File: config.mk
export PLATFORM = sky130hd
export DESIGN_NAME = uart_line_rx
export DESIGN_NICKNAME = d
export VERILOG_FILES = /design/src/rtl/uart_pkg.sv /design/src/rtl/uart_rx_sync.sv /design/src/rtl/uart_line_rx.sv
export SDC_FILE = /design/constraint.sdc
export NUM_CORES = 1
export LEC_CHECK = 0
export BUFFER_PORTS_ARGS = -buffer_cell sky130_fd_sc_hd__buf_2
export CAP_MARGIN = 15
export CELL_PAD_IN_SITES_DETAIL_PLACEMENT = 1
export CELL_PAD_IN_SITES_GLOBAL_PLACEMENT = 1
export CORE_MARGIN = 2
export CORE_UTILIZATION = 25
export DETAILED_ROUTE_END_ITERATION = 10
export HOLD_SLACK_MARGIN = 0.15
export PLACE_DENSITY = 0.53
export SYNTH_ARGS = -nofsm -noshare
export SYNTH_HDL_FRONTEND = slang
export SYNTH_SLANG_ARGS = --single-unit
File: constraint.sdc
create_clock -name clk -period 5.25 [get_ports clk]
set_input_delay 0.7875 -clock clk [delete_from_list [all_inputs] [get_ports clk]]
set_output_delay 0.7875 -clock clk [all_outputs]
set_load 0.02 [all_outputs]
File: src/rtl/uart_pkg.sv
// Shared definitions for the 7-bit even-parity UART link (DTE transmitter and line receiver).
package uart_pkg;

    localparam int unsigned DATA_BITS            = 7;
    localparam int unsigned CLKS_PER_BIT_DEFAULT = 521;  // 10 MHz / 19200 baud

    // State encoding shared with the DTE UART transmitter
    localparam logic [2:0] ST_IDLE   = 3'd0;
    localparam logic [2:0] ST_START  = 3'd1;
    localparam logic [2:0] ST_DATA   = 3'd2;
    localparam logic [2:0] ST_PARITY = 3'd3;
    localparam logic [2:0] ST_STOP   = 3'd4;

    typedef enum logic [2:0] {
        StIdle   = ST_IDLE,
        StStart  = ST_START,
        StData   = ST_DATA,
        StParity = ST_PARITY,
        StStop   = ST_STOP
    } uart_state_e;

    // Even parity: the parity bit equals the XOR of the data bits
    function automatic logic even_parity7(input logic [6:0] d);
        return ^d;
    endfunction

endpackage

File: src/rtl/uart_rx_sync.sv
// Two-flop synchronizer for the asynchronous serial line plus a falling-edge detector.
module uart_rx_sync (
    input  logic clk,
    input  logic rst_n,
    input  logic rx_in,
    output logic rx_sync,
    output logic fall
);

    logic sync1_q, sync2_q, prev_q;

    // Flops reset high so an idle line never looks like a start edge out of reset
    always_ff @(posedge clk or negedge rst_n) begin
        if (!rst_n) begin
            sync1_q <= 1'b1;
            sync2_q <= 1'b1;
            prev_q  <= 1'b1;
        end else begin
            sync1_q <= rx_in;
            sync2_q <= sync1_q;
            prev_q  <= sync2_q;
        end
    end

    assign rx_sync = sync2_q;
    assign fall    = prev_q & ~sync2_q;

endmodule

File: src/rtl/uart_line_rx.sv
// UART line receiver: 7 data bits, even parity, one stop bit, single-entry holding register.
module uart_line_rx
    import uart_pkg::*;
#(
    parameter int unsigned CLKS_PER_BIT = CLKS_PER_BIT_DEFAULT
) (
    input  logic                 clk,
    input  logic                 rst_n,
    input  logic                 rx_in,
    output logic [DATA_BITS-1:0] rx_data,
    output logic                 rx_valid,
    input  logic                 rx_ready,
    output logic                 rx_parity_err,
    output logic                 rx_frame_err,
    output logic                 rx_overrun,
    output logic                 rx_busy
);

    localparam logic [10:0] HALF_END = 11'((CLKS_PER_BIT >> 1) - 1);
    localparam logic [10:0] BIT_END  = 11'(CLKS_PER_BIT - 1);
    localparam logic [2:0]  LAST_IDX = 3'(DATA_BITS - 1);

    uart_state_e          state_q;
    logic [10:0]          cnt_q;
    logic [2:0]           idx_q;
    logic [DATA_BITS-1:0] shift_q;
    logic                 parity_q;

    logic [DATA_BITS-1:0] data_q;
    logic                 valid_q, perr_q, ferr_q, ovr_q;

    logic line, fall;
    logic frame_done, handshake;

    uart_rx_sync u_sync (
        .clk     (clk),
        .rst_n   (rst_n),
        .rx_in   (rx_in),
        .rx_sync (line),
        .fall    (fall)
    );

    // The stop bit is sampled straight from the synchronized line in this cycle
    assign frame_done = (state_q == StStop) && (cnt_q == BIT_END);
    assign handshake  = valid_q && rx_ready;

    // Frame sequencer: start-bit qualification at half period, then one sample per bit period
    always_ff @(posedge clk or negedge rst_n) begin
        if (!rst_n) begin
            state_q  <= StIdle;
            cnt_q    <= '0;
            idx_q    <= '0;
            shift_q  <= '0;
            parity_q <= 1'b0;
        end else begin
            case (state_q)
                StIdle: begin
                    // Only a 1->0 transition starts a frame, so a held-low break cannot retrigger
                    if (fall) begin
                        state_q <= StStart;
                        cnt_q   <= '0;
                    end
                end
                StStart: begin
                    if (cnt_q == HALF_END) begin
                        cnt_q <= '0;
                        idx_q <= '0;
                        state_q <= line ? StIdle : StData;
                    end else begin
                        cnt_q <= cnt_q + 11'd1;
                    end
                end
                StData: begin
                    if (cnt_q == BIT_END) begin
                        shift_q[idx_q] <= line;
                        cnt_q          <= '0;
                        if (idx_q == LAST_IDX) begin
                            state_q <= StParity;
                        end else begin
                            idx_q <= idx_q + 3'd1;
                        end
                    end else begin
                        cnt_q <= cnt_q + 11'd1;
                    end
                end
                StParity: begin
                    if (cnt_q == BIT_END) begin
                        parity_q <= line;
                        cnt_q    <= '0;
                        state_q  <= StStop;
                    end else begin
                        cnt_q <= cnt_q + 11'd1;
                    end
                end
                StStop: begin
                    if (cnt_q == BIT_END) begin
                        cnt_q   <= '0;
                        state_q <= StIdle;
                    end else begin
                        cnt_q <= cnt_q + 11'd1;
                    end
                end
                default: state_q <= StIdle;
            endcase
        end
    end

    // Holding register: a completed frame is dropped (overrun) only if the old one is not leaving
    always_ff @(posedge clk or negedge rst_n) begin
        if (!rst_n) begin
            data_q  <= '0;
            valid_q <= 1'b0;
            perr_q  <= 1'b0;
            ferr_q  <= 1'b0;
            ovr_q   <= 1'b0;
        end else begin
            if (frame_done) begin
                if (!valid_q || rx_ready) begin
                    data_q  <= shift_q;
                    perr_q  <= even_parity7(shift_q) ^ parity_q;
                    ferr_q  <= ~line;
                    valid_q <= 1'b1;
                end else begin
                    ovr_q <= 1'b1;
                end
            end else if (handshake) begin
                valid_q <= 1'b0;
            end
            if (handshake) begin
                ovr_q <= 1'b0;
            end
        end
    end

    assign rx_data       = data_q;
    assign rx_valid      = valid_q;
    assign rx_parity_err = perr_q;
    assign rx_frame_err  = ferr_q;
    assign rx_overrun    = ovr_q;
    assign rx_busy       = (state_q != StIdle);

endmodule

==> parameters.txt, run 1 <==
Parameter                              Value

CTS
  Buffer cell driving the clock tree root    sky130_fd_sc_hd__clkbuf_8
  CTS H-tree lvls    2
  Clk Latency, worst-skew pair    290 ps
  Number of clock buffers inserted by TritonCTS    5
  Number of buffers inserted to repair setup after CTS    0
  Total clock sinks    39
  CTS clock-pin slew for the worst setup and hold paths    80 ps
  TritonCTS clock tree    yes
  Number of gates resized after CTS    0
  CTS max path bufs    2
  CTS Hold Bufs    0

Global route
  Number of antenna violations at the first check in global routing    0
  Pin count of the biggest net entering global routing    40
  First-pass GRT wire length    7690 µm
  GR Overflow Total    0
  Global-route usage over all layers    11.3%
  Number of global-route vias before repair    1,499

Die
  Vertical die dimension    93.9 µm
  Number of placement rows    32
  Area enclosed by the die boundary    8810 µm²
  Starting density of the core    26.0%
  Width of the die    93.9 µm
  Core Area    7770 µm²
  IO Count    16

Timing
  Final critical-path share of the clock period    56.9%
  Min Clock Period, post-route    2990 ps
  Worst Max-Slew Pin Slew    1030 ps
  Peak Freq    335 MHz
  Count of final max-slew check failures    0
  Worst-case clock skew    6.62 ps
  RSZ-0062 raised after global routing    no
  Post-route setup slack    2260 ps
  Count of endpoints failing setup in the final report    0
  Slew headroom    31.0%
  Post-route setup TNS    0 ps
  Hold Vio Cnt, Final    0

Final layout
  Net count reported at finish    201
  Fraction of the core area covered by cells at the end of the flow    29.5%
  Synth-to-layout area growth    13.7%
  Most common library cell in the layout ignoring fill and taps    sky130_fd_sc_hd__dfrtp_1
  Leading cell types in the layout, fill and taps excluded    sky130_fd_sc_hd__dfrtp_1, sky130_fd_sc_hd__mux2_2, sky130_fd_sc_hd__buf_2, sky130_fd_sc_hd__nand3_1, sky130_fd_sc_hd__nand2_1
  Fraction of layout instances using a drive strength above 1    26.8%
  N_diodes    0
  Final Instance Count excl. Fillers    296

Critical path
  Required time of the worst setup path    5430 ps
  Buffers & Inverters on Critical Path    0
  Crit start category    register
  Longest individual stage delay on the worst path    730 ps
  Slack of the worst reg-to-reg path    2260 ps
  Worst path cell trace    or4_4 -> nor3b_2 -> nand3_1 -> nor2b_1 -> mux2_2
  Register-to-Register Path Depth    5
  Reg-to-reg critical path startpoint    cnt_q[4]
  Sort of element at the end of the critical path    register
  Cell at the slowest stage of the critical path    sky130_fd_sc_hd__nor2b_1
  RR Endpoint    rx_parity_err
  Worst Path Max Fanout    9
  Crit path kind    reg -> reg
  Arrival time at the worst endpoint    3160 ps
  Kind of cell with the highest combined delay on the critical path    simple AND/OR/NAND/NOR gates

Min path
  Terminating pin of the worst hold path    u_sync.rx_sync
  Hold wc startpoint    u_sync.sync1_q
  Hold WC Path Type    reg -> reg
  Hold path cells    0

Drt
  Vias    1,421
  DRT antenna net count    0
  Avg WL per Cell    15.5 µm
  Post-detailed-routing wire length    4590 µm
  Count of routing violations after the opening detailed-route iteration    100
  Vias per inst    4.80
  Number of design rule violations left after detail routing    0
  Number of detailed-route iterations in the first pass    4

Placed design
  Gpl congestion    0.711
  Count of buffers inserted at the top-level ports    15
  DP Worst Slack    2230 ps
  Cell count after placement    288
  HPWL Detailed    3050 µm

Outcome
  Run status    finished, final reports clean

Power
  Sw Pwr    0.211 mW
  Leakage    1.05 nW
  Part of the power in the clock network    34.8%
  Power density normalized to cell area    321 nW/µm²
  Internal power consumption    0.525 mW
  Combinational share of power    15.3%
  Total power draw    0.736 mW
  IR Drop Worst-Case VDD    0.127 mV
  Share of total power in sequential cells    49.9%
  Switching share of power    28.7%

Synth
  Post-Syn Nets    187
  Synthesis warning total    0
  Number of enable-type register cells in the synthesized netlist    0
  Post-synth cell types    46
  Number of cells produced by synthesis    179
  Synthesized area divided by synthesized cell count    11.3 µm²
  Most common flop cell mapped by yosys    sky130_fd_sc_hd__dfrtp_1
  Sequential element share of the synthesized area    48.5%
  Combined area of all synthesized cells    2020 µm²
  Post-synthesis sequential element count    39
  Fraction of registers with async set or reset after synthesis    100%

Job
  Number of violations of the max-capacitance limit    0
## metal layers
metal / vias to the layer above / GRT usage, % / share of wire (%)
li1: 685 / - / -
met1: 713 / 15.8 / 52
met2: 18 / 17.4 / 44
met3: 5 / 1.85 / 2.5
met4: 0 / 4.35 / 1.5
met5: - / 0 / 0
## through the flow
| stage | instance area [µm²] | hold slack [ps] |
|---|---|---|
| detailed placement | 2180 | 347 |
| finish | 2290 | 359 |
| global placement | 2180 | 347 |
| CTS | 2290 | 362 |
| global route | 2290 | 373 |
| floorplan | 2020 | 345 |
## power groups by stage
stage	logic [mW]	clock network, mW	registers (mW)
after global routing	0.127	0.278	0.373
final	0.113	0.256	0.368
after detailed placement	0.113	0	0.373
after global placement	0.112	0	0.370
after floorplan	0.0933	0	0.354
after CTS	0.115	0.266	0.367
## worst reg2reg max path: stages (launching register included)
cell                      delay, ps
sky130_fd_sc_hd__dfrtp_1        450
sky130_fd_sc_hd__or4_4          570
sky130_fd_sc_hd__nor3b_2        520
sky130_fd_sc_hd__nand3_1        180
sky130_fd_sc_hd__nor2b_1        730
sky130_fd_sc_hd__mux2_2         420
## sequential cells by signal, summed over array words and instances, names as in the netlist, 3 cells and up
register	cells
idx_q	3
rx_data	7
cnt_q	11
shift_q	7
state_q	3
## how the worst max path moves through the flow
| stage | slack [ps] | from | to | cells past startpoint |
|---|---|---|---|---|
| final | 2260 | cnt_q[4] | rx_parity_err | 5 |
| after global routing | 2070 | cnt_q[4] | rx_parity_err | 5 |
| after CTS | 2280 | cnt_q[4] | rx_parity_err | 5 |
| after detailed placement | 2230 | cnt_q[4] | rx_parity_err | 5 |
| after global placement | 2390 | cnt_q[4] | rx_data[5] | 5 |
| after floorplan | 2940 | cnt_q[1] | cnt_q[8] | 7 |
## kinds of logic after synthesis
kind of cell,Yosys count,share of synthesized area (%)
mux,20,11.0
fa+ha+maj,4,2.48
xor+xnor,8,3.47
compound gates,30,11.8
buf+inv,13,2.85
flops,39,48.5
simple gates,65,19.8
## synthesized netlist by cell type (2+ instances only)
master	instances	share of area, %
sky130_fd_sc_hd__or2_2	3	0.93
sky130_fd_sc_hd__nor2b_1	4	1.2
sky130_fd_sc_hd__o21ai_0	8	2.0
sky130_fd_sc_hd__inv_1	5	0.93
sky130_fd_sc_hd__clkbuf_1	6	1.1
sky130_fd_sc_hd__mux2i_1	2	0.99
sky130_fd_sc_hd__or3_1	3	0.93
sky130_fd_sc_hd__nand2_1	9	1.7
sky130_fd_sc_hd__dfrtp_1	36	45
sky130_fd_sc_hd__ha_1	4	2.5
sky130_fd_sc_hd__nor3_1	7	1.7
sky130_fd_sc_hd__and2_1	2	0.62
sky130_fd_sc_hd__a21o_1	3	1.1
sky130_fd_sc_hd__nand2b_1	2	0.62
sky130_fd_sc_hd__mux2_2	17	9.5
sky130_fd_sc_hd__a21oi_1	2	0.50
sky130_fd_sc_hd__a211oi_1	2	0.74
sky130_fd_sc_hd__a22o_1	3	1.3
sky130_fd_sc_hd__nor4b_1	3	1.3
sky130_fd_sc_hd__a221o_1	5	2.5
sky130_fd_sc_hd__or4_4	2	1.1
sky130_fd_sc_hd__nand3_1	9	2.2
sky130_fd_sc_hd__nor2_1	4	0.74
sky130_fd_sc_hd__xnor2_1	7	3.0
sky130_fd_sc_hd__dfstp_2	3	3.9
sky130_fd_sc_hd__nor3b_1	7	2.6
sky130_fd_sc_hd__nor4_1	2	0.62
## cell type report
type / count / area, µm²
Multi-Input combinational cell: 127 / 981
Sequential cell: 39 / 980
Fill cell: 888 / 5470
Clock inverter: 3 / 43.8
Inverter: 5 / 18.8
Clock buffer: 5 / 68.8
Timing Repair Buffer: 15 / 75.1
Tap cell: 102 / 128
(Power assumes the default switching activity.)
==> run 2, diff against run 1 <==
Clock period 5.25 ns to 3.05 ns, I/O delays scaled along.
==> run 2 against run 1 <==
Effect of this change: non-clock buffer count increased by 3; clock skew grew 0.95 ps; maximum frequency rose by 19%; critical path type unchanged; largest power group unchanged.
==> parameters.txt, run 2 (synthesis gave the netlist of run 1 again) <==
Parameter                              Value

Placed design
  HPWL Detailed    3010 µm (-1.3%)
  Count of buffers inserted at the top-level ports    15 (unchanged)
  Cell count after placement    291 (+1.0%)
  Gpl congestion    0.718 (+1.0%)

Timing
  RSZ-0062 raised after global routing    no
  Worst-case clock skew    7.57 ps (+0.948 ps)
  Hold Vio Cnt, Final    0 (unchanged)
  Worst Max-Slew Pin Slew    895 ps (-133 ps)
  Slew headroom    40.3% (+9.3 points)
  Final critical-path share of the clock period    82.4% (+25 points)
  Count of final max-slew check failures    0 (unchanged)
  Peak Freq    398 MHz (+19%)
  Min Clock Period, post-route    2510 ps (-475 ps)
  Post-route setup TNS    0 ps (unchanged)
  Count of endpoints failing setup in the final report    0 (unchanged)

Final layout
  Net count reported at finish    204 (+1.5%)
  Flip-flop count of the largest register after layout    11 (unchanged)
  Fraction of layout instances using a drive strength above 1    27.4% (+0.61 points)
  N_diodes    0 (unchanged)
  Fraction of the core area covered by cells at the end of the flow    30.1% (+0.55 points)
  Leading cell types in the layout, fill and taps excluded    sky130_fd_sc_hd__dfrtp_1, sky130_fd_sc_hd__mux2_2, sky130_fd_sc_hd__buf_2, sky130_fd_sc_hd__nand3_1, sky130_fd_sc_hd__nand2_1
  Final Instance Count excl. Fillers    299 (+1.0%)
  Most flop-heavy register    cnt_q
  Most common library cell in the layout ignoring fill and taps    sky130_fd_sc_hd__dfrtp_1
  Synth-to-layout area growth    15.8%

Die
  Width of the die    93.9 µm (unchanged)
  Vertical die dimension    93.9 µm (unchanged)
  Area enclosed by the die boundary    8810 µm² (unchanged)
  Core Area    7770 µm² (unchanged)
  Number of placement rows    32 (unchanged)
  Starting density of the core    26.0% (unchanged)
  IO Count    16 (unchanged)

Critical path
  Register-to-Register Path Depth    6 (+1)
  Worst Path Max Fanout    11 (+2)
  Slack of the worst reg-to-reg path    540 ps (-1720 ps)
  Crit path kind    reg -> reg
  Sort of element at the end of the critical path    register
  Setup crit start    cnt_q[1]
  Reg-to-reg critical path startpoint    cnt_q[1]
  Capture point of the worst path    cnt_q[2]
  Required time of the worst setup path    3230 ps (-2200 ps)
  Crit start category    register
  RR Endpoint    cnt_q[2]
  Arrival time at the worst endpoint    2690 ps (-470 ps)

CTS
  Total clock sinks    39 (unchanged)
  Number of gates resized after CTS    0 (unchanged)
  CTS clock-pin slew for the worst setup and hold paths    70 ps (about the same)
  CTS H-tree lvls    2 (unchanged)
  Number of buffers inserted to repair setup after CTS    0 (unchanged)
  TritonCTS clock tree    yes
  Buffer cell driving the clock tree root    sky130_fd_sc_hd__clkbuf_8
  CTS max path bufs    2 (unchanged)
  CTS Hold Bufs    0 (unchanged)
  Clk Latency, worst-skew pair    300 ps (about the same)
  Number of clock buffers inserted by TritonCTS    5 (unchanged)

Min path
  Hold wc startpoint    rx_in
  Hold WC Path Type    in -> reg

Global route
  GR Overflow Total    0 (unchanged)
  Global-route usage over all layers    11.3% (+0.024 points)
  First-pass GRT wire length    7710 µm (+0.36%)
  Pin count of the biggest net entering global routing    40 (unchanged)
  Number of antenna violations at the first check in global routing    0 (unchanged)
  Number of global-route vias before repair    1,521 (+1.5%)

Power
  Part of the power in the clock network    38.8% (+4.0 points)
  Sw Pwr    0.345 mW (+64%)
  Combinational share of power    14.1% (-1.2 points)
  Share of total power in sequential cells    47.2% (-2.7 points)
  Power density normalized to cell area    570 nW/µm² (+78%)
  IR Drop Worst-Case VDD    0.149 mV (+17%)
  Switching share of power    25.9% (-2.7 points)
  Leakage    1.07 nW (+2.2%)
  Internal power consumption    0.987 mW (+88%)

Drt
  Number of detailed-route iterations in the first pass    4 (unchanged)
  Vias    1,436 (+1.1%)
  Count of routing violations after the opening detailed-route iteration    52 (-48%)
  Vias per inst    4.80 (about the same)
  DRT antenna net count    0 (unchanged)
  Number of design rule violations left after detail routing    0 (unchanged)
  Post-detailed-routing wire length    4370 µm (-4.7%)
  Avg WL per Cell    14.6 µm (-5.6%)

Outcome
  Run status    finished, final reports clean

Job
  Number of violations of the max-capacitance limit    0 (unchanged)
==> run 2: changes by cell type in the layout (fill, tap and decap cells not counted), sizes merged <==
cell    previous run  this run
buf               15        18
clkinv             2         0
bufinv             1         2
clkbuf             5         6
==> run 2: area by class of cell <==
| class | instances | area (µm²) |
|---|---|---|
| Clock buffer | 6 | 72.6 |
| Clock inverter | 2 | 60.1 |
| Fill cell | 885 | 5430 |
| Inverter | 5 | 18.8 |
| Multi-Input combinational cell | 127 | 981 |
| Sequential cell | 39 | 980 |
| Tap cell | 102 | 128 |
| Timing Repair Buffer | 18 | 97.6 |
==> run 2: worst max-delay path, cell delays in order, from the launching register on <==
cell and delay, ps:
sky130_fd_sc_hd__dfrtp_1 390, sky130_fd_sc_hd__ha_1 280, sky130_fd_sc_hd__or4bb_1 490, sky130_fd_sc_hd__or4_4 440, sky130_fd_sc_hd__a2bb2oi_4 290, sky130_fd_sc_hd__nor2_2 170
sky130_fd_sc_hd__a221o_1 320
==> run 2: layer usage <==
metal  GRT usage [%]  part of all wire (%)  vias to the layer above  wire length [µm]
li1                -                     -                      686                 -
met3            2.65                   3.3                        6               146
met2            17.1                    45                       16              1960
met1            15.3                    50                      728              2170
met5               0                     0                        -                 0
met4            5.07                   2.1                        0                93
==> run 2: through the flow <==
stage / power [mW] / worst slack [ps] / hold slack, ps / area (µm²)
after floorplan: 0.771 / 738 / 162 / 2020
after global placement: 0.825 / 553 / 346 / 2200
after detailed placement: 0.830 / 525 / 347 / 2200
after CTS: 1.36 / 504 / 247 / 2340
after global routing: 1.41 / 424 / 242 / 2340
final: 1.33 / 537 / 258 / 2340
==> run 2: how the worst min path moves through the flow <==
stage,cells past startpoint,endpoint,slack (ps)
after detailed placement,0,u_sync.rx_sync,350
final,1,u_sync.sync1_q,260
after CTS,1,u_sync.sync1_q,250
after global routing,1,u_sync.sync1_q,240
after global placement,0,u_sync.rx_sync,350
after floorplan,0,cnt_q[0],160
==> run 2: power groups by stage <==
stage | combinational (mW) | clock (mW) | sequential [mW]
floorplan | 0.161 | 0 | 0.610
global placement | 0.188 | 0 | 0.637
detailed placement | 0.191 | 0 | 0.639
CTS | 0.193 | 0.536 | 0.629
global route | 0.212 | 0.556 | 0.640
finish | 0.187 | 0.516 | 0.628
